--- src/rtl/logic_capture_axi_pkg.sv ---
// Shared AXI encodings and request-entry layout for the capture memory AXI bridge.
// Entry packing, MSB first: {write, first, wlast, addr, id, len, burst, wdata, wstrb}.
package logic_capture_axi_pkg;

    typedef enum logic [1:0] {
        BURST_FIXED = 2'b00,
        BURST_INCR  = 2'b01,
        BURST_WRAP  = 2'b10
    } axi_burst_e;

    typedef enum logic [1:0] {
        RESP_OKAY   = 2'b00,
        RESP_EXOKAY = 2'b01,
        RESP_SLVERR = 2'b10,
        RESP_DECERR = 2'b11
    } axi_resp_e;

    localparam int LEN_W   = 8;
    localparam int BURST_W = 2;

    function automatic int entry_width(input int addr_w, input int id_w, input int data_w);
        return 3 + addr_w + id_w + LEN_W + BURST_W + data_w + data_w / 8;
    endfunction

    function automatic int off_wdata(input int data_w);
        return data_w / 8;
    endfunction

    function automatic int off_burst(input int data_w);
        return data_w + data_w / 8;
    endfunction

    function automatic int off_len(input int data_w);
        return off_burst(data_w) + BURST_W;
    endfunction

    function automatic int off_id(input int data_w);
        return off_len(data_w) + LEN_W;
    endfunction

    function automatic int off_addr(input int id_w, input int data_w);
        return off_id(data_w) + id_w;
    endfunction

    function automatic int off_wlast(input int addr_w, input int id_w, input int data_w);
        return off_addr(id_w, data_w) + addr_w;
    endfunction

    function automatic int off_first(input int addr_w, input int id_w, input int data_w);
        return off_wlast(addr_w, id_w, data_w) + 1;
    endfunction

    function automatic int off_write(input int addr_w, input int id_w, input int data_w);
        return off_wlast(addr_w, id_w, data_w) + 2;
    endfunction

endpackage

--- src/rtl/logic_capture_fifo.sv ---
// Generic synchronous FIFO with registered count, full and empty flags.
module logic_capture_fifo #(
    parameter int WIDTH = 8,
    parameter int DEPTH = 4
) (
    input  logic             clk_i,
    input  logic             rst_ni,
    input  logic             push_i,
    input  logic [WIDTH-1:0] data_i,
    input  logic             pop_i,
    output logic [WIDTH-1:0] data_o,
    output logic             full_o,
    output logic             empty_o
);

    localparam int PTR_W = (DEPTH > 1) ? $clog2(DEPTH) : 1;
    localparam int CNT_W = $clog2(DEPTH + 1);

    logic [WIDTH-1:0] mem_q [DEPTH];
    logic [PTR_W-1:0] wr_ptr_q, wr_ptr_d;
    logic [PTR_W-1:0] rd_ptr_q, rd_ptr_d;
    logic [CNT_W-1:0] count_q, count_d;
    logic             full_q, full_d;
    logic             empty_q, empty_d;
    logic             do_push, do_pop;

    always_comb begin
        do_push  = push_i && !full_q;
        do_pop   = pop_i && !empty_q;
        wr_ptr_d = do_push ? wr_ptr_q + PTR_W'(1) : wr_ptr_q;
        rd_ptr_d = do_pop ? rd_ptr_q + PTR_W'(1) : rd_ptr_q;
        count_d  = count_q;
        if (do_push && !do_pop) begin
            count_d = count_q + CNT_W'(1);
        end else if (!do_push && do_pop) begin
            count_d = count_q - CNT_W'(1);
        end
        full_d  = (count_d == CNT_W'(DEPTH));
        empty_d = (count_d == '0);
    end

    always_ff @(posedge clk_i or negedge rst_ni) begin
        if (!rst_ni) begin
            wr_ptr_q <= '0;
            rd_ptr_q <= '0;
            count_q  <= '0;
            full_q   <= 1'b0;
            empty_q  <= 1'b1;
        end else begin
            wr_ptr_q <= wr_ptr_d;
            rd_ptr_q <= rd_ptr_d;
            count_q  <= count_d;
            full_q   <= full_d;
            empty_q  <= empty_d;
        end
    end

    // Storage needs no reset; only entries marked valid by the count are ever read.
    always_ff @(posedge clk_i) begin
        if (do_push) begin
            mem_q[wr_ptr_q] <= data_i;
        end
    end

    assign data_o  = mem_q[rd_ptr_q];
    assign full_o  = full_q;
    assign empty_o = empty_q;

endmodule

--- src/rtl/logic_capture_mem_axi_bridge.sv ---
// Capture memory request port to AXI4 master bridge: registered request FIFO,
// in-order issue of AW/W/AR from the FIFO head, per-direction outstanding limits.
module logic_capture_mem_axi_bridge
    import logic_capture_axi_pkg::*;
#(
    parameter int ADDR_W          = 32,
    parameter int DATA_W          = 32,
    parameter int ID_W            = 4,
    parameter int REQ_DEPTH       = 4,
    parameter int MAX_OUTSTANDING = 4
) (
    input  logic                clk_i,
    input  logic                rst_ni,
    input  logic                inport_valid_i,
    input  logic                inport_write_i,
    input  logic [ADDR_W-1:0]   inport_addr_i,
    input  logic [ID_W-1:0]     inport_id_i,
    input  logic [7:0]          inport_len_i,
    input  logic [1:0]          inport_burst_i,
    input  logic [DATA_W-1:0]   inport_wdata_i,
    input  logic [DATA_W/8-1:0] inport_wstrb_i,
    output logic                inport_accept_o,
    output logic                inport_bvalid_o,
    output logic [1:0]          inport_bresp_o,
    output logic [ID_W-1:0]     inport_bid_o,
    input  logic                inport_bready_i,
    output logic                inport_rvalid_o,
    output logic [DATA_W-1:0]   inport_rdata_o,
    output logic [1:0]          inport_rresp_o,
    output logic [ID_W-1:0]     inport_rid_o,
    output logic                inport_rlast_o,
    input  logic                inport_rready_i,
    output logic                outport_awvalid_o,
    input  logic                outport_awready_i,
    output logic [ADDR_W-1:0]   outport_awaddr_o,
    output logic [ID_W-1:0]     outport_awid_o,
    output logic [7:0]          outport_awlen_o,
    output logic [1:0]          outport_awburst_o,
    output logic                outport_wvalid_o,
    input  logic                outport_wready_i,
    output logic [DATA_W-1:0]   outport_wdata_o,
    output logic [DATA_W/8-1:0] outport_wstrb_o,
    output logic                outport_wlast_o,
    input  logic                outport_bvalid_i,
    output logic                outport_bready_o,
    input  logic [1:0]          outport_bresp_i,
    input  logic [ID_W-1:0]     outport_bid_i,
    output logic                outport_arvalid_o,
    input  logic                outport_arready_i,
    output logic [ADDR_W-1:0]   outport_araddr_o,
    output logic [ID_W-1:0]     outport_arid_o,
    output logic [7:0]          outport_arlen_o,
    output logic [1:0]          outport_arburst_o,
    input  logic                outport_rvalid_i,
    output logic                outport_rready_o,
    input  logic [DATA_W-1:0]   outport_rdata_i,
    input  logic [1:0]          outport_rresp_i,
    input  logic [ID_W-1:0]     outport_rid_i,
    input  logic                outport_rlast_i,
    output logic [3:0]          wr_outstanding_o,
    output logic [3:0]          rd_outstanding_o,
    output logic                idle_o
);

    localparam int STRB_W  = DATA_W / 8;
    localparam int ENTRY_W = entry_width(ADDR_W, ID_W, DATA_W);
    localparam int O_WDATA = off_wdata(DATA_W);
    localparam int O_BURST = off_burst(DATA_W);
    localparam int O_LEN   = off_len(DATA_W);
    localparam int O_ID    = off_id(DATA_W);
    localparam int O_ADDR  = off_addr(ID_W, DATA_W);
    localparam int O_WLAST = off_wlast(ADDR_W, ID_W, DATA_W);
    localparam int O_FIRST = off_first(ADDR_W, ID_W, DATA_W);
    localparam int O_WRITE = off_write(ADDR_W, ID_W, DATA_W);
    localparam logic [3:0] MAX_OUT = 4'(MAX_OUTSTANDING);

    logic [8:0]         beat_cnt_q, beat_cnt_d;
    logic               aw_done_q, aw_done_d;
    logic               w_done_q, w_done_d;
    logic [3:0]         wr_out_q, wr_out_d;
    logic [3:0]         rd_out_q, rd_out_d;
    logic [8:0]         remaining;
    logic               push, pop, fifo_full, fifo_empty;
    logic               entry_first, entry_wlast;
    logic [ENTRY_W-1:0] push_entry, head_entry;
    logic               aw_now, w_now;
    logic               aw_hs, ar_hs, b_hs, r_last_hs;

    // Beat counter holds the beats still owed by the current write burst; zero means the next write beat opens a burst.
    always_comb begin
        push        = inport_valid_i && inport_accept_o;
        remaining   = (beat_cnt_q == '0) ? {1'b0, inport_len_i} : beat_cnt_q - 9'd1;
        entry_first = !inport_write_i || (beat_cnt_q == '0);
        entry_wlast = !inport_write_i || (remaining == '0);
        beat_cnt_d  = beat_cnt_q;
        if (push && inport_write_i) begin
            beat_cnt_d = remaining;
        end
        push_entry = {inport_write_i, entry_first, entry_wlast, inport_addr_i, inport_id_i,
                      inport_len_i, inport_burst_i, inport_wdata_i, inport_wstrb_i};
    end

    logic_capture_fifo #(
        .WIDTH (ENTRY_W),
        .DEPTH (REQ_DEPTH)
    ) u_req_fifo (
        .clk_i   (clk_i),
        .rst_ni  (rst_ni),
        .push_i  (push),
        .data_i  (push_entry),
        .pop_i   (pop),
        .data_o  (head_entry),
        .full_o  (fifo_full),
        .empty_o (fifo_empty)
    );

    // A first write beat owns both AW and W; it leaves the FIFO only once both have handshaked.
    always_comb begin
        outport_awvalid_o = 1'b0;
        outport_wvalid_o  = 1'b0;
        outport_arvalid_o = 1'b0;
        pop               = 1'b0;
        aw_now            = aw_done_q;
        w_now             = w_done_q;
        aw_done_d         = aw_done_q;
        w_done_d          = w_done_q;
        if (!fifo_empty) begin
            if (head_entry[O_WRITE]) begin
                if (head_entry[O_FIRST]) begin
                    outport_awvalid_o = !aw_done_q && (wr_out_q != MAX_OUT);
                    outport_wvalid_o  = !w_done_q;
                    aw_now    = aw_done_q || (outport_awvalid_o && outport_awready_i);
                    w_now     = w_done_q || (outport_wvalid_o && outport_wready_i);
                    pop       = aw_now && w_now;
                    aw_done_d = aw_now && !pop;
                    w_done_d  = w_now && !pop;
                end else begin
                    outport_wvalid_o = 1'b1;
                    pop              = outport_wready_i;
                end
            end else begin
                outport_arvalid_o = (rd_out_q != MAX_OUT);
                pop               = outport_arvalid_o && outport_arready_i;
            end
        end
    end

    always_comb begin
        aw_hs     = outport_awvalid_o && outport_awready_i;
        ar_hs     = outport_arvalid_o && outport_arready_i;
        b_hs      = outport_bvalid_i && inport_bready_i;
        r_last_hs = outport_rvalid_i && inport_rready_i && outport_rlast_i;
        wr_out_d  = wr_out_q;
        rd_out_d  = rd_out_q;
        if (aw_hs && !b_hs) begin
            wr_out_d = wr_out_q + 4'd1;
        end else if (!aw_hs && b_hs) begin
            wr_out_d = wr_out_q - 4'd1;
        end
        if (ar_hs && !r_last_hs) begin
            rd_out_d = rd_out_q + 4'd1;
        end else if (!ar_hs && r_last_hs) begin
            rd_out_d = rd_out_q - 4'd1;
        end
    end

    always_ff @(posedge clk_i or negedge rst_ni) begin
        if (!rst_ni) begin
            beat_cnt_q <= '0;
            aw_done_q  <= 1'b0;
            w_done_q   <= 1'b0;
            wr_out_q   <= '0;
            rd_out_q   <= '0;
        end else begin
            beat_cnt_q <= beat_cnt_d;
            aw_done_q  <= aw_done_d;
            w_done_q   <= w_done_d;
            wr_out_q   <= wr_out_d;
            rd_out_q   <= rd_out_d;
        end
    end

    assign inport_accept_o   = rst_ni && !fifo_full;
    assign outport_awaddr_o  = head_entry[O_ADDR +: ADDR_W];
    assign outport_awid_o    = head_entry[O_ID +: ID_W];
    assign outport_awlen_o   = head_entry[O_LEN +: 8];
    assign outport_awburst_o = head_entry[O_BURST +: 2];
    assign outport_wdata_o   = head_entry[O_WDATA +: DATA_W];
    assign outport_wstrb_o   = head_entry[0 +: STRB_W];
    assign outport_wlast_o   = head_entry[O_WLAST];
    assign outport_araddr_o  = head_entry[O_ADDR +: ADDR_W];
    assign outport_arid_o    = head_entry[O_ID +: ID_W];
    assign outport_arlen_o   = head_entry[O_LEN +: 8];
    assign outport_arburst_o = head_entry[O_BURST +: 2];

    assign inport_bvalid_o   = outport_bvalid_i;
    assign inport_bresp_o    = outport_bresp_i;
    assign inport_bid_o      = outport_bid_i;
    assign outport_bready_o  = inport_bready_i;
    assign inport_rvalid_o   = outport_rvalid_i;
    assign inport_rdata_o    = outport_rdata_i;
    assign inport_rresp_o    = outport_rresp_i;
    assign inport_rid_o      = outport_rid_i;
    assign inport_rlast_o    = outport_rlast_i;
    assign outport_rready_o  = inport_rready_i;

    assign wr_outstanding_o  = wr_out_q;
    assign rd_outstanding_o  = rd_out_q;
    assign idle_o            = fifo_empty && (wr_out_q == '0) && (rd_out_q == '0);

endmodule
--- config.mk ---
export PLATFORM = sky130hd
export DESIGN_NAME = logic_capture_mem_axi_bridge
export DESIGN_NICKNAME = d
export VERILOG_FILES = /design/src/rtl/logic_capture_axi_pkg.sv /design/src/rtl/logic_capture_fifo.sv /design/src/rtl/logic_capture_mem_axi_bridge.sv
export SDC_FILE = /design/constraint.sdc
export NUM_CORES = 1
export LEC_CHECK = 0
export ABC_CLOCK_PERIOD_IN_PS = 4100
export BUFFER_PORTS_ARGS = -buffer_cell sky130_fd_sc_hd__buf_4
export CORE_MARGIN = 5
export CORE_UTILIZATION = 54
export DETAILED_ROUTE_END_ITERATION = 10
export PLACE_DENSITY = 0.8
export SYNTH_ARGS = -nofsm -noshare
export SYNTH_HDL_FRONTEND = slang
export SYNTH_SLANG_ARGS = --single-unit
--- constraint.sdc ---
create_clock -name clk_i -period 4.1 [get_ports clk_i]
set_input_delay 0.41 -clock clk_i [delete_from_list [all_inputs] [get_ports clk_i]]
set_output_delay 0.41 -clock clk_i [all_outputs]
set_load 0.01 [all_outputs]
; ---- Yosys cells after proc, flatten, opt, wreduce, memory -nomap -nowiden
; Memories as Yosys holds them, arrays and structs flattened.
; Index checks and enable logic that the tools add are counted.
[totals]
output_inout_bits = 191
mem_bits_rw = 340
inputBits = 138
word_cells = 93
mem_count = 1
register_bits = 28
[mem_list]
columns = memory, words, width, read_ports, rd_clocked_by_memory_dff, wr, line_no
row1 = u_req_fifo.mem_q, 4, 85, 1, 0, 1, logic_capture_fifo.sv:19  ; logic [WIDTH-1:0] mem_q [DEPTH];
[classes]
eq_ne = 3
n_mux = 20
add_sub_neg = 9
n_bitwise = 1
reduce_logical = 49
[ops]
columns = operator, count
row1 = $logic_and A1 B1 Y1, 25
row2 = $logic_not A9 Y1, 2
row3 = $mux W4, 4
row4 = $mux W1, 13
row5 = $logic_not A1 Y1, 12
row6 = $mux W9, 1
row7 = $sub A9 B1 Y9 const B, 1
row8 = $add A4 B1 Y4 const B, 2
row9 = $logic_not A4 Y1, 2
row10 = $ne A4 B3 Y1 const B, 2
row11 = $sub A4 B1 Y4 const B, 2
row12 = $mux W3, 2
row13 = $add A2 B1 Y2 const B, 2
row14 = $logic_or A1 B1 Y1, 4
row15 = $reduce_bool A2 Y1, 2
row16 = $add A3 B1 Y3 const B, 1
row17 = $eq A3 B3 Y1 const B, 1
row18 = $logic_not A3 Y1, 1
row19 = $reduce_and A3 Y1, 1
row20 = $sub A3 B1 Y3 const B, 1
row21 = $not A1 Y1, 1

; ---- Longest topological paths before layout
; Gate-level depths: netlist of the first run.
[logic_depth]
ltp_word = 13
mapped_depth = 13
mapped_depth_nobuf = 12

; ---- By module
; A second synthesis of the first run with hierarchy kept.
[hier_totals]
hier_cells = 746
hier_area_um2 = 14851.7
[by_module_without_submodules]
columns = module, area_per_inst_um2, cells_per_inst, n_inst, seq_area_each_um2
row1 = logic_capture_fifo, 12792.3, 497, 1, 10436.3
row2 = logic_capture_mem_axi_bridge, 2059.5, 249, 1, 475.5

; ---- Worst setup path before layout of the first run
; No wires, ideal clock.
[synth_timing]
path_type = input to register
start = in rst_ni
end = mem u_req_fifo.mem_q[0][0] (netlist name) (enable)
required_ps = 3646
path_stages = 3
setup_ps = 454
n_path_buf = 1
t_arrival_ps = 2841
path_slack_ps = 806
path_cell_list = nor2b_1 > clkbuf_1 > and3_1
[synth_between]
elab_chain_cells = 5
[synth_rtl]
columns = item, line_no
row1 = "start, declared", logic_capture_mem_axi_bridge.sv:13  ; input logic rst_ni,
row2 = $logic_and A1 B1 Y1, logic_capture_mem_axi_bridge.sv:183  ; assign inport_accept_o = rst_ni && !fifo_full;
row3 = via inport_accept_o, logic_capture_mem_axi_bridge.sv:22  ; output logic inport_accept_o,
row4 = $logic_and A1 B1 Y1, logic_capture_mem_axi_bridge.sv:91  ; push = inport_valid_i && inport_accept_o;
row5 = $logic_and A1 B1 Y1, logic_capture_fifo.sv:28  ; do_push = push_i && !full_q;
row6 = $mux W1, logic_capture_fifo.sv:60  ; if (do_push) begin
row7 = $mux W1 (not written as such), logic_capture_fifo.sv:61  ; mem_q[wr_ptr_q] <= data_i;
row8 = "end, declared", logic_capture_fifo.sv:19
; The timed path passes the listed nets, and every way through them passes these cells.

; ---- Worst setup path after layout of the first run
[layout_timing]
start = reg u_req_fifo.rd_ptr_q[1]
end = out outport_arlen_o[0]
[layout_between]
elab_chain_cells = 1
[layout_rtl]
columns = item, line_no
row1 = "start, declared", logic_capture_fifo.sv:21  ; logic [PTR_W-1:0] rd_ptr_q, rd_ptr_d;
row2 = "start signal, assigned", logic_capture_fifo.sv:51  ; rd_ptr_q <= rd_ptr_d;
row3 = $mem_v2 Z4 W85, n/a
row4 = "end, declared", logic_capture_mem_axi_bridge.sv:52  ; output logic [7:0] outport_arlen_o,
; No other way between the ends.

==> results of run 1 <==
worst max-delay path by stage:
stage	from	endpoint	slack, ns	cells after the start
2_1_floorplan	rst_ni	u_req_fifo.mem_q[0][0]	0.81	3
3_3_place_gp	u_req_fifo.rd_ptr_q[0]	wr_outstanding_o[3]	1.02	12
3_5_place_dp	u_req_fifo.rd_ptr_q[0]	wr_outstanding_o[3]	0.99	12
4_1_cts	u_req_fifo.rd_ptr_q[1]	outport_awlen_o[5]	0.83	4
5_1_grt	u_req_fifo.rd_ptr_q[1]	outport_arlen_o[5]	0.76	4
6_report	u_req_fifo.rd_ptr_q[1]	outport_arlen_o[0]	0.90	4
layout make-up:
class                      instances  area, µm²
clock buffer                      42        945
clock inverter                    26        245
timing repair buffer             254       1960
sequential                       368      10900
multi-input combinational        239       2990
fill                            1776       9420
inverter                          12       45.0
tap                              341        427
cell usage after synthesis (6+ instances only):
| library cell | instances | share of area (%) |
|---|---|---|
| o21ai_0 | 16 | 0.54 |
| dfrtp_1 | 27 | 4.6 |
| clkbuf_1 | 13 | 0.33 |
| nor2_1 | 17 | 0.43 |
| inv_1 | 12 | 0.31 |
| buf_4 | 95 | 4.8 |
| mux4_2 | 85 | 13 |
| a21oi_1 | 8 | 0.27 |
| ha_1 | 13 | 1.1 |
| edfxtp_1 | 340 | 69 |
| nor3_1 | 9 | 0.31 |
| xnor2_1 | 15 | 0.89 |
| nand2_1 | 25 | 0.64 |
| buf_1 | 6 | 0.15 |
kinds of logic (layout without fill, tap and decap cells):
logic type / Yosys count / after routing
xor+xnor: 18 / 18
buf+inv: 131 / 334
fa+ha+maj: 15 / 15
mux: 90 / 90
simple gates: 75 / 75
compound gates: 41 / 41
flops: 368 / 368
worst register-to-register path: cells and delay by family (launching register included):
| kind | cells | cell delay, ns |
|---|---|---|
| compound gates | 2 | 0.33 |
| fa+ha+maj | 2 | 0.49 |
| flops | 1 | 0.43 |
| mux | 1 | 0.62 |
| simple gates | 3 | 0.31 |
| buf+inv | 2 | 0.50 |
| xor+xnor | 2 | 0.27 |
layer usage:
metal  GRT usage (%)  vias to the layer above  routed length [µm]
met5               0                        -                   0
met4            5.76                        0                 741
met3            4.46                       54                2010
met2            31.5                      245               14500
met1            23.2                     3616               11000
li1                -                     3187                   -
cells in the final DEF, fill, tap and decap left out, types with 4 or more instances in the layout:
master and count:
a21oi_1 8, a21o_1 4, buf_12 4, clkbuf_1 5
nand2_1 25, nand3_1 5, clkinv_1 6, clkbuf_16 37
mux4_2 85, clkinvlp_4 4, ha_1 13, clkinv_2 7
nor2_1 17, buf_4 249, edfxtp_1 340, dfrtp_1 25
inv_1 12, nor3_1 9, xnor2_1 15, o21ai_0 16
and3_4 4
flip-flops by register name, indices dropped and copies added, names as in the netlist, 2 cells and up:
name                 flops
rd_outstanding_o         4
wr_outstanding_o         4
u_req_fifo.rd_ptr_q      2
u_req_fifo.wr_ptr_q      2
u_req_fifo.count_q       3
beat_cnt_q               9
u_req_fifo.mem_q       340
power by group:
group | internal (W) | total [W] | switching [W]
Sequential | 0.00460 | 0.00484 | 0.000240
Clock | 0.00187 | 0.00324 | 0.00136
Combinational | 0.00222 | 0.00437 | 0.00215
per-stage QoR:
stage                     worst slack, ns  cells  hold slack [ns]
after CTS                           0.834   1282           0.0659
final                               0.899   1282           0.0869
after floorplan                     0.806    738            0.114
after detailed placement            0.989   1213            0.362
after global placement               1.02   1213            0.365
after global routing                0.761   1282           0.0620
==> metrics.txt, run 1 <==
total design power=0.0125 W; Final Hold Vio Count=0; crit path DAT=2.79 ns; All-Layer GR Usage=18.3%; result of the run=finished clean; Synth cell types=between 40 and 50; CTS tree=done; final instance area=around 0.018 mm²; Hold Buf Count CTS=1; vias in the first global route=between 7k and 8k; maximum vdd drop=0.489 mV; per-cell routed wire length=around 22 µm; final-report max-slew violation count=0; I/O Pins=roughly 330; gpl congestion=slightly below 0.8; Synth Area in Simple Gates=2.56%; Syn Std Cell Area=0.0147 mm²; Die Y=175 µm; fmax=0.312 GHz; DRT Pass-1 Iters=4; drt via density=5.54; Final Net Count=roughly 1.1k; Post-DP Area=0.0163 mm²; Worst path top cell family by delay=buffers and inverters; Setup crit end kind=output pin; Slowest-stage cell, CP=buf_4; layout cells sized above 1=43.3%; postcts setup bufs=0; max-cap viol count=0; Finished Core Util=65.0%; Worst Hold End=u_req_fifo.mem_q[0][26]; core box area=0.0270 mm²; XOR/XNOR share of the synthesized area=1.07%; Diodes inserted=0; Seq/Total Area, Yosys=74.0%; Clock Skews=0.0116 ns; YS warnings=0; number of I/O port buffers=240; Longest Clk Path Bufs=3; Post-DP HPWL=around 18000 µm; DR iter-0 viols=438; Post-Synth Adder-Cell Area=1.38%; synthesis-to-layout area growth=18.9%; flops & latches, synth=about 370; Syn Inst Count=738; syn_area_per_cell=20.0 µm²; Vias=7102; Buf/Inv on CP=3; first-pass GRT wire length=roughly 44000 µm; Die X=175 µm; Power Density=around 700 mW/mm²; CTS resizes=0; hold crit path type=primary input to register; Async SR Flop Fraction=7.61%; global route overflow=0; compound-gate portion of the synthesized area=1.77%; mux share of post-synthesis cell area=13.3%; htree depth=2; die area=roughly 0.03 mm²; CP Launch Type=register; clock root buffer=clkbuf_16; reg-to-reg slack, setup=1.04 ns; detailed-route DRC error count=0; Inserted Clock Buffers=37; Min Clock Period, post-route=3.20 ns; relative slew slack=46.7%; drt total wl=~28000 µm; WP data required=approximately 3.7 ns; largest family of logic cells by synthesized area=multiplexers; clk sinks=368; WS Path Type=register to output pin; Slew @ Worst Pin=0.800 ns; P_leak=6.25 nW; Initial Util=about 55%; Rows=60; highest cell delay on the worst timing path=0.71 ns; syn_nets=891; Post-synth EDFFs=340; endpoints failing setup=0; setup TNS=0 ns; Synth Flop Type=edfxtp_1; CTS clk-pin slew, worst paths=0.06 ns; largest net degree at the start of global routing=49; part of the cycle the worst path needs=78.1%; RSZ-0062 raised after global routing=no; Reg2Reg Capture Point=wr_outstanding_o[3]; worst r2r src=u_req_fifo.rd_ptr_q[0]; antenna viol nets, final=0; latest clock arrival within the worst-skew pair=0.51 ns; Reg2Reg Depth=12; critical hold path startpoint=inport_wdata_i[22]; CP Max Fanout=48; worst-path cell chain=buf_4 > buf_4 > mux4_2 > buf_4; initial antenna violation count=0; most frequent CP cell=buf_4; Worst Hold Depth=1
Power figures use the tool's default switching activity.
==> run 2, diff against run 1 <==
- ABC_AREA: default -> 1
- ABC_CLOCK_PERIOD_IN_PS: 4100 -> 3100
- PLACE_DENSITY: 0.8 -> 0.79
- clock period: 4.1 -> 3.1 ns (I/O delays scaled with it)
==> run 2 against run 1 <==
  * First-iteration DRC count rose by 65%
  * Clock skew fell by 0.0030 ns
  * Area after synthesis rose by 2.6%
  * Register-to-register slack got worse by 0.79 ns
  * Sequential share of layout area fell by 4.1 points
  * Hold slack got worse by 0.068 ns
  * Critical endpoint is now wr_outstanding_o[3]
  * Cell count rose by 40%
  * Global-route usage rose by 2.5 points
  * Count of clock-buffer cells in the layout fell by 1
  * Critical path depth rose by 11
  * Power rose by 49%
  * Clock power rose by 46%
==> metrics.txt, run 2 <==
Synth Area in Simple Gates=8.63% (was 2.56%); Longest Clk Path Bufs=3 (unchanged); mux share of post-synthesis cell area=0% (was 13.3%); htree depth=2 (unchanged); Final Hold Vio Count=0 (unchanged); wl on met1=13200 µm (was 11000 µm); DRT Pass-1 Iters=5 (was 4); latest clock arrival within the worst-skew pair=0.51 ns (about the same); Die X=177 µm (was 175 µm); Initial Util=54.6% (was 54.7%); syn_nets=1320 (was 891); synthesis-to-layout area growth=24.0% (was 18.9%); final-report max-slew violation count=0 (unchanged); I/O Pins=329 (unchanged); Min Clock Period, post-route=2.85 ns; Syn Inst Count=1167 (was 738); Final Net Count=1538 (was 1065); ranking of synthesized cells by area=edfxtp_1 (68%), o21ai_0 (5.9%), buf_4 (4.8%) (was edfxtp_1 (69%), mux4_2 (13%), buf_4 (4.8%)); Vias=9814 (was 7102); most common cell in the netlist=edfxtp_1 (unchanged); endpoints failing setup=0 (unchanged); Slew @ Worst Pin=0.741 ns (was 0.800 ns); gpl congestion=0.826 (was 0.785); RSZ-0062 raised after global routing=no (unchanged); syn_area_per_cell=13.0 µm² (was 20.0 µm²); Seq/Total Area, Yosys=72.2% (was 74.0%); DR iter-0 viols=722 (was 438); Power Density=986 mW/mm² (was 710 mW/mm²); CP Max Fanout=12 (was 48); Die Y=177 µm (was 175 µm); most frequent cells in the layout=edfxtp_1 (340), buf_4 (249), nor2_1 (187), o21ai_0 (178), o22ai_1 (83) (was edfxtp_1 (340), buf_4 (249), mux4_2 (85), clkbuf_16 (37)); highest metal used=met4 (unchanged); WP data required=3.53 ns (was 3.69 ns); Finished Core Util=67.7% (was 65.0%); largest family of logic cells by synthesized area=compound AO/OA/AOI/OAI gates (was multiplexers); relative slew slack=50.6% (was 46.7%); All-Layer GR Usage=20.9% (was 18.3%); Post-DP HPWL=20800 µm (was 18200 µm); max FFs per register=340 (unchanged); Post-Synth Adder-Cell Area=1.34% (was 1.38%); drt total wl=34400 µm (was 28200 µm); first-pass GRT wire length=51600 µm (was 43800 µm); post-synth top area cell=edfxtp_1 (unchanged); clock root buffer=clkbuf_16 (unchanged); Biggest register=u_req_fifo.mem_q (unchanged); core box area=0.0277 mm² (was 0.0270 mm²); initial antenna violation count=2 (was 0); die area=0.0314 mm² (was 0.0307 mm²); commonest non-fill, non-tap cell in the layout=edfxtp_1 (unchanged); fmax=0.351 GHz; max-cap viol count=0 (unchanged); clk sinks=368 (unchanged); vias in the first global route=9580 (was 7761); Post-synth EDFFs=340 (unchanged); met2 WL=17900 µm (was 14500 µm); maximum vdd drop=0.670 mV (was 0.489 mV); XOR/XNOR share of the synthesized area=0.811% (was 1.07%); largest net degree at the start of global routing=102 (was 49); synth cell count leaders=edfxtp_1 (340), nor2_1 (191), o21ai_0 (178) (was edfxtp_1 (340), buf_4 (95), mux4_2 (85)); postcts setup bufs=0 (unchanged); P_leak=6.96 nW (was 6.25 nW); CP Launch Type=register (unchanged); CTS clk-pin slew, worst paths=0.06 ns (about the same); antenna viol nets, final=0 (unchanged); Rows=61 (was 60); flops & latches, synth=368 (unchanged); CTS tree=done (unchanged); global route overflow=0 (unchanged); per-cell routed wire length=19.2 µm (was 22.0 µm); Syn Std Cell Area=0.0151 mm² (was 0.0147 mm²); met3 WL post-DR=2760 µm (was 2010 µm); WS Path Type=register to register (was register to output pin); Setup crit end kind=register (was output pin); YS warnings=0 (unchanged); result of the run=finished clean (unchanged); Async SR Flop Fraction=7.61% (unchanged); hold crit path type=primary input to register (unchanged); post-synth top area share=67.5% (was 69.3%); crit path DAT=3.27 ns (was 2.79 ns); Top Registers=u_req_fifo.mem_q: 340 flops, beat_cnt_q: 9 flops (unchanged); Synth cell types=39 (was 45); reg-to-reg slack, setup=0.25 ns (was 1.04 ns); Clock Skews=0.00861 ns (was 0.0116 ns); detailed-route DRC error count=0 (unchanged); setup TNS=0 ns (unchanged); layout cells sized above 1=24.3% (was 43.3%); part of the cycle the worst path needs=91.8%; number of I/O port buffers=240 (unchanged); drt via density=5.48 (was 5.54); Synth Flop Type=edfxtp_1 (unchanged); compound-gate portion of the synthesized area=9.88% (was 1.77%); Inserted Clock Buffers=37 (unchanged)
run 2: cell type report:
| cell class | count | area (µm²) |
|---|---|---|
| well taps | 378 | 473 |
| clock buffers | 41 | 951 |
| flip-flops and latches | 368 | 10900 |
| fillers | 1868 | 8960 |
| repair buffers | 331 | 2750 |
| diodes | 2 | 5.00 |
| clock inverters | 24 | 353 |
| multi-input cells | 610 | 3160 |
| inverters | 37 | 141 |
run 2: what timing repair did:
item                                    CTS  global route
endpoints found under the setup margin    0             4
resized for setup                         0             3
endpoints found under the hold margin   311             0
hold buffers                             74             0
run 2: final timing paths:
kind / start / to / depth (start not counted)
min in group asynchronous: rst_ni / wr_outstanding_o[1] / 3
min reg2reg: aw_done_q / aw_done_q / 2
max in group asynchronous: rst_ni / u_req_fifo.empty_o / 3
max reg2reg: u_req_fifo.rd_ptr_q[0] / wr_outstanding_o[3] / 15
min: inport_len_i[5] / u_req_fifo.mem_q[1][43] / 1
max: u_req_fifo.rd_ptr_q[0] / wr_outstanding_o[3] / 15
run 2: worst max-delay path, cell delays in order, from the launching register on:
cell     delay [ns]
dfrtp_4        0.56
inv_4          0.12
nand2_1        0.10
nand3_2        0.11
nand2_4        0.08
nor2_2         0.15
nand2_1        0.17
nor3b_2        0.20
ha_1           0.21
inv_1          0.09
ha_1           0.28
a21o_1         0.18
a21oi_1        0.16
nor2_1         0.06
nor2_1         0.13
xor2_1         0.16
run 2: through the flow:
stage	setup WS (ns)	power [W]	hold slack, ns	instance area, µm²	cells
floorplan	-0.390	0.0111	0.0144	15100	1167
global placement	0.414	0.0136	0.359	16700	1650
detailed placement	0.282	0.0138	0.367	16700	1650
CTS	0.0721	0.0186	0.000612	18700	1789
global route	0.0474	0.0195	0.00502	18700	1791
finish	0.253	0.0185	0.0194	18700	1791
run 2: layer usage:
| metal | global-route usage [%] | vias up |
|---|---|---|
| li1 | - | 4559 |
| met2 | 38.2 | 446 |
| met1 | 25.4 | 4754 |
| met4 | 4.90 | 0 |
| met3 | 4.45 | 55 |
| met5 | 0 | - |
run 2: kinds of logic after synthesis:
logic type                 after synthesis
DFF                                    368
and+or+nand+nor                        306
AOI/OAI and AO/OA                      275
buffers and inverters                  189
adders and majority gates               15
xor gates and xnor gates                14
run 2: report_power, final:
| group | switching (W) | internal, W | total, W | leakage, nW |
|---|---|---|---|---|
| clock network | 0.00178 | 0.00297 | 0.00474 | 0.636 |
| registers | 0.000321 | 0.00608 | 0.00641 | 3.43 |
| logic | 0.00435 | 0.00300 | 0.00735 | 2.90 |
==> run 3, diff against run 2 <==
- HOLD_SLACK_MARGIN: default -> 0.08
==> run 3 against run 2 <==
  * Via count up 0.35%
  * Core utilization rose by 0.36 points
  * Wire length grew 0.63%
  * Combinational power about the same
  * Register-to-register slack improved by 0.02 ns
  * Flip-flop and latch count did not move
  * First-iteration DRC count fell by 0.14%
  * Critical path depth did not move
  * Count of clock-buffer cells in the layout did not move
  * Highest routed layer unchanged
  * Clock power about the same
  * Cell area grew 0.53%
==> metrics.txt, run 3 (synthesis results as in run 2) <==
maximum vdd drop=0.769 mV (was 0.670 mV); Setup crit end kind=register (unchanged); postcts setup bufs=0 (unchanged); global route overflow=0 (unchanged); vias in the first global route=9618 (was 9580); largest net degree at the start of global routing=102 (unchanged); drt total wl=34600 µm (was 34400 µm); part of the cycle the worst path needs=91.2% (was 91.8%); number of I/O port buffers=240 (unchanged); Longest Clk Path Bufs=3 (unchanged); highest metal used=met4 (unchanged); worst-path cell chain=inv_4 > nand2_1 > nand3_2 > nand2_4 > nor2_2 > nand2_1 > nor3b_2 > ha_1 > inv_1 > ha_1 > a21o_1 > a21oi_1 > nor2_1 > nor2_1 > xor2_1 (unchanged); most frequent cells in the layout=edfxtp_1 (340), buf_4 (249), nor2_1 (187), o21ai_0 (178), dlygate4sd3_1 (84) (was edfxtp_1 (340), buf_4 (249), nor2_1 (187), o21ai_0 (178), o22ai_1 (83)); DRT Pass-1 Iters=5 (unchanged); hold crit path type=primary input to register (unchanged); Die X=177 µm (unchanged); met2 WL=18200 µm (was 17900 µm); Slowest-stage cell, CP=dfrtp_4 (unchanged); Final Hold Vio Count=0 (unchanged); initial antenna violation count=2 (unchanged); All-Layer GR Usage=21.0% (was 20.9%); latest clock arrival within the worst-skew pair=0.51 ns (about the same); P_leak=7.00 nW (was 6.96 nW); total design power=0.0185 W (about the same); Final Net Count=1548 (was 1538); CP Max Fanout=12 (unchanged); Slew @ Worst Pin=0.727 ns (was 0.741 ns); DR iter-0 viols=721 (was 722); Min Clock Period, post-route=2.83 ns (was 2.85 ns); Initial Util=54.6% (unchanged); layout cells sized above 1=24.1% (was 24.3%); met3 WL post-DR=2720 µm (was 2760 µm); I/O Pins=329 (unchanged); endpoints failing setup=0 (unchanged); max FFs per register=340 (unchanged); Top Registers=u_req_fifo.mem_q: 340 flops, beat_cnt_q: 9 flops (unchanged); crit path DAT=3.25 ns (was 3.27 ns); CTS tree=done (unchanged); result of the run=finished clean (unchanged); WS Path Type=register to register (unchanged); CTS clk-pin slew, worst paths=0.06 ns (about the same); final-report max-slew violation count=0 (unchanged); detailed-route DRC error count=0 (unchanged); WP data required=3.53 ns (about the same); per-cell routed wire length=19.2 µm (about the same); setup ws final=0.271 ns (was 0.253 ns); first-pass GRT wire length=52000 µm (was 51600 µm); Clock Skews=0.00801 ns (was 0.00861 ns); Power Density=981 mW/mm² (was 986 mW/mm²); gpl congestion=0.826 (unchanged); CP Launch Type=register (unchanged); fillcell total=1859 (was 1868); highest cell delay on the worst timing path=0.56 ns (about the same); die area=0.0314 mm² (unchanged); Biggest register=u_req_fifo.mem_q (unchanged); clock root buffer=clkbuf_16 (unchanged); Post-Place Worst Slack=0.282 ns (unchanged); drt via density=5.47 (was 5.48); commonest non-fill, non-tap cell in the layout=edfxtp_1 (unchanged); Finished Core Util=68.0% (was 67.7%); wl on met1=13200 µm (about the same); relative slew slack=51.5% (was 50.6%); Inserted Clock Buffers=37 (unchanged); htree depth=2 (unchanged); Post-DP HPWL=20800 µm (unchanged); Die Y=177 µm (unchanged); max-cap viol count=0 (unchanged); RSZ-0062 raised after global routing=no (unchanged); fmax=0.354 GHz (was 0.351 GHz); synthesis-to-layout area growth=24.7% (was 24.0%); antenna viol nets, final=0 (unchanged); Vias=9848 (was 9814); clk sinks=368 (unchanged); core box area=0.0277 mm² (unchanged); Rows=61 (unchanged)
run 3: cell count changes in the layout (fill, tap and decap cells not counted), sizes merged:
cell	previous run	this run
dlygate4sd3	74	84
run 3: final timing paths:
| check | start | to | slack [ns] | cells past startpoint |
|---|---|---|---|---|
| hold reg to reg | aw_done_q | aw_done_q | 0.50 | 2 |
| min in group asynchronous | rst_ni | wr_outstanding_o[1] | 0.37 | 3 |
| setup reg to reg | u_req_fifo.rd_ptr_q[0] | wr_outstanding_o[3] | 0.27 | 15 |
| hold / removal | outport_wready_i | aw_done_q | 0.15 | 4 |
| setup / recovery | u_req_fifo.rd_ptr_q[0] | wr_outstanding_o[3] | 0.27 | 15 |
| max in group asynchronous | rst_ni | u_req_fifo.empty_o | 2.41 | 3 |
run 3: report_power, final:
group          switching, W  internal, W
sequential         0.000323      0.00608
combinational       0.00435      0.00300
clock               0.00177      0.00297
total               0.00644       0.0121
run 3: critical path, delay by kind of cell (launching register included):
kind	cells	cell delay, ns
fa+ha+maj	2	0.49
compound gates	2	0.34
simple gates	8	0.98
flops	1	0.56
xor+xnor	1	0.16
buf+inv	2	0.21
run 3: layer usage:
layer / up-vias / global-route usage [%]
met3: 59 / 4.45
met1: 4771 / 25.5
met5: - / 0
met2: 432 / 38.6
met4: 0 / 4.90
li1: 4586 / -
run 3: area by class of cell:
cell class	count	area, µm²	share of cell area (%)
Timing Repair Buffer	341	2850	15.1
Clock buffer	41	951	5.04
Inverter	37	141	0.750
Antenna cell	2	5.00	0.0266
Clock inverter	24	353	1.87
Tap cell	378	473	2.51
Sequential cell	368	10900	57.9
Multi-Input combinational cell	610	3160	16.7
run 3: repair_timing:
action                                  4_1_cts  5_1_grt
hold buffers                                 84        0
resized for setup                             0        3
hold endpoints to repair                    359        0
endpoints found under the setup margin        0        4
run 3: metrics by stage:
stage	instance area [µm²]	TNS (ns)	hold slack, ns	cells
floorplan	15100	-132.67	0.0144	1167
global placement	16700	0	0.359	1650
detailed placement	16700	0	0.367	1650
CTS	18800	0	0.125	1799
global route	18800	0	0.174	1801
finish	18800	0	0.146	1801
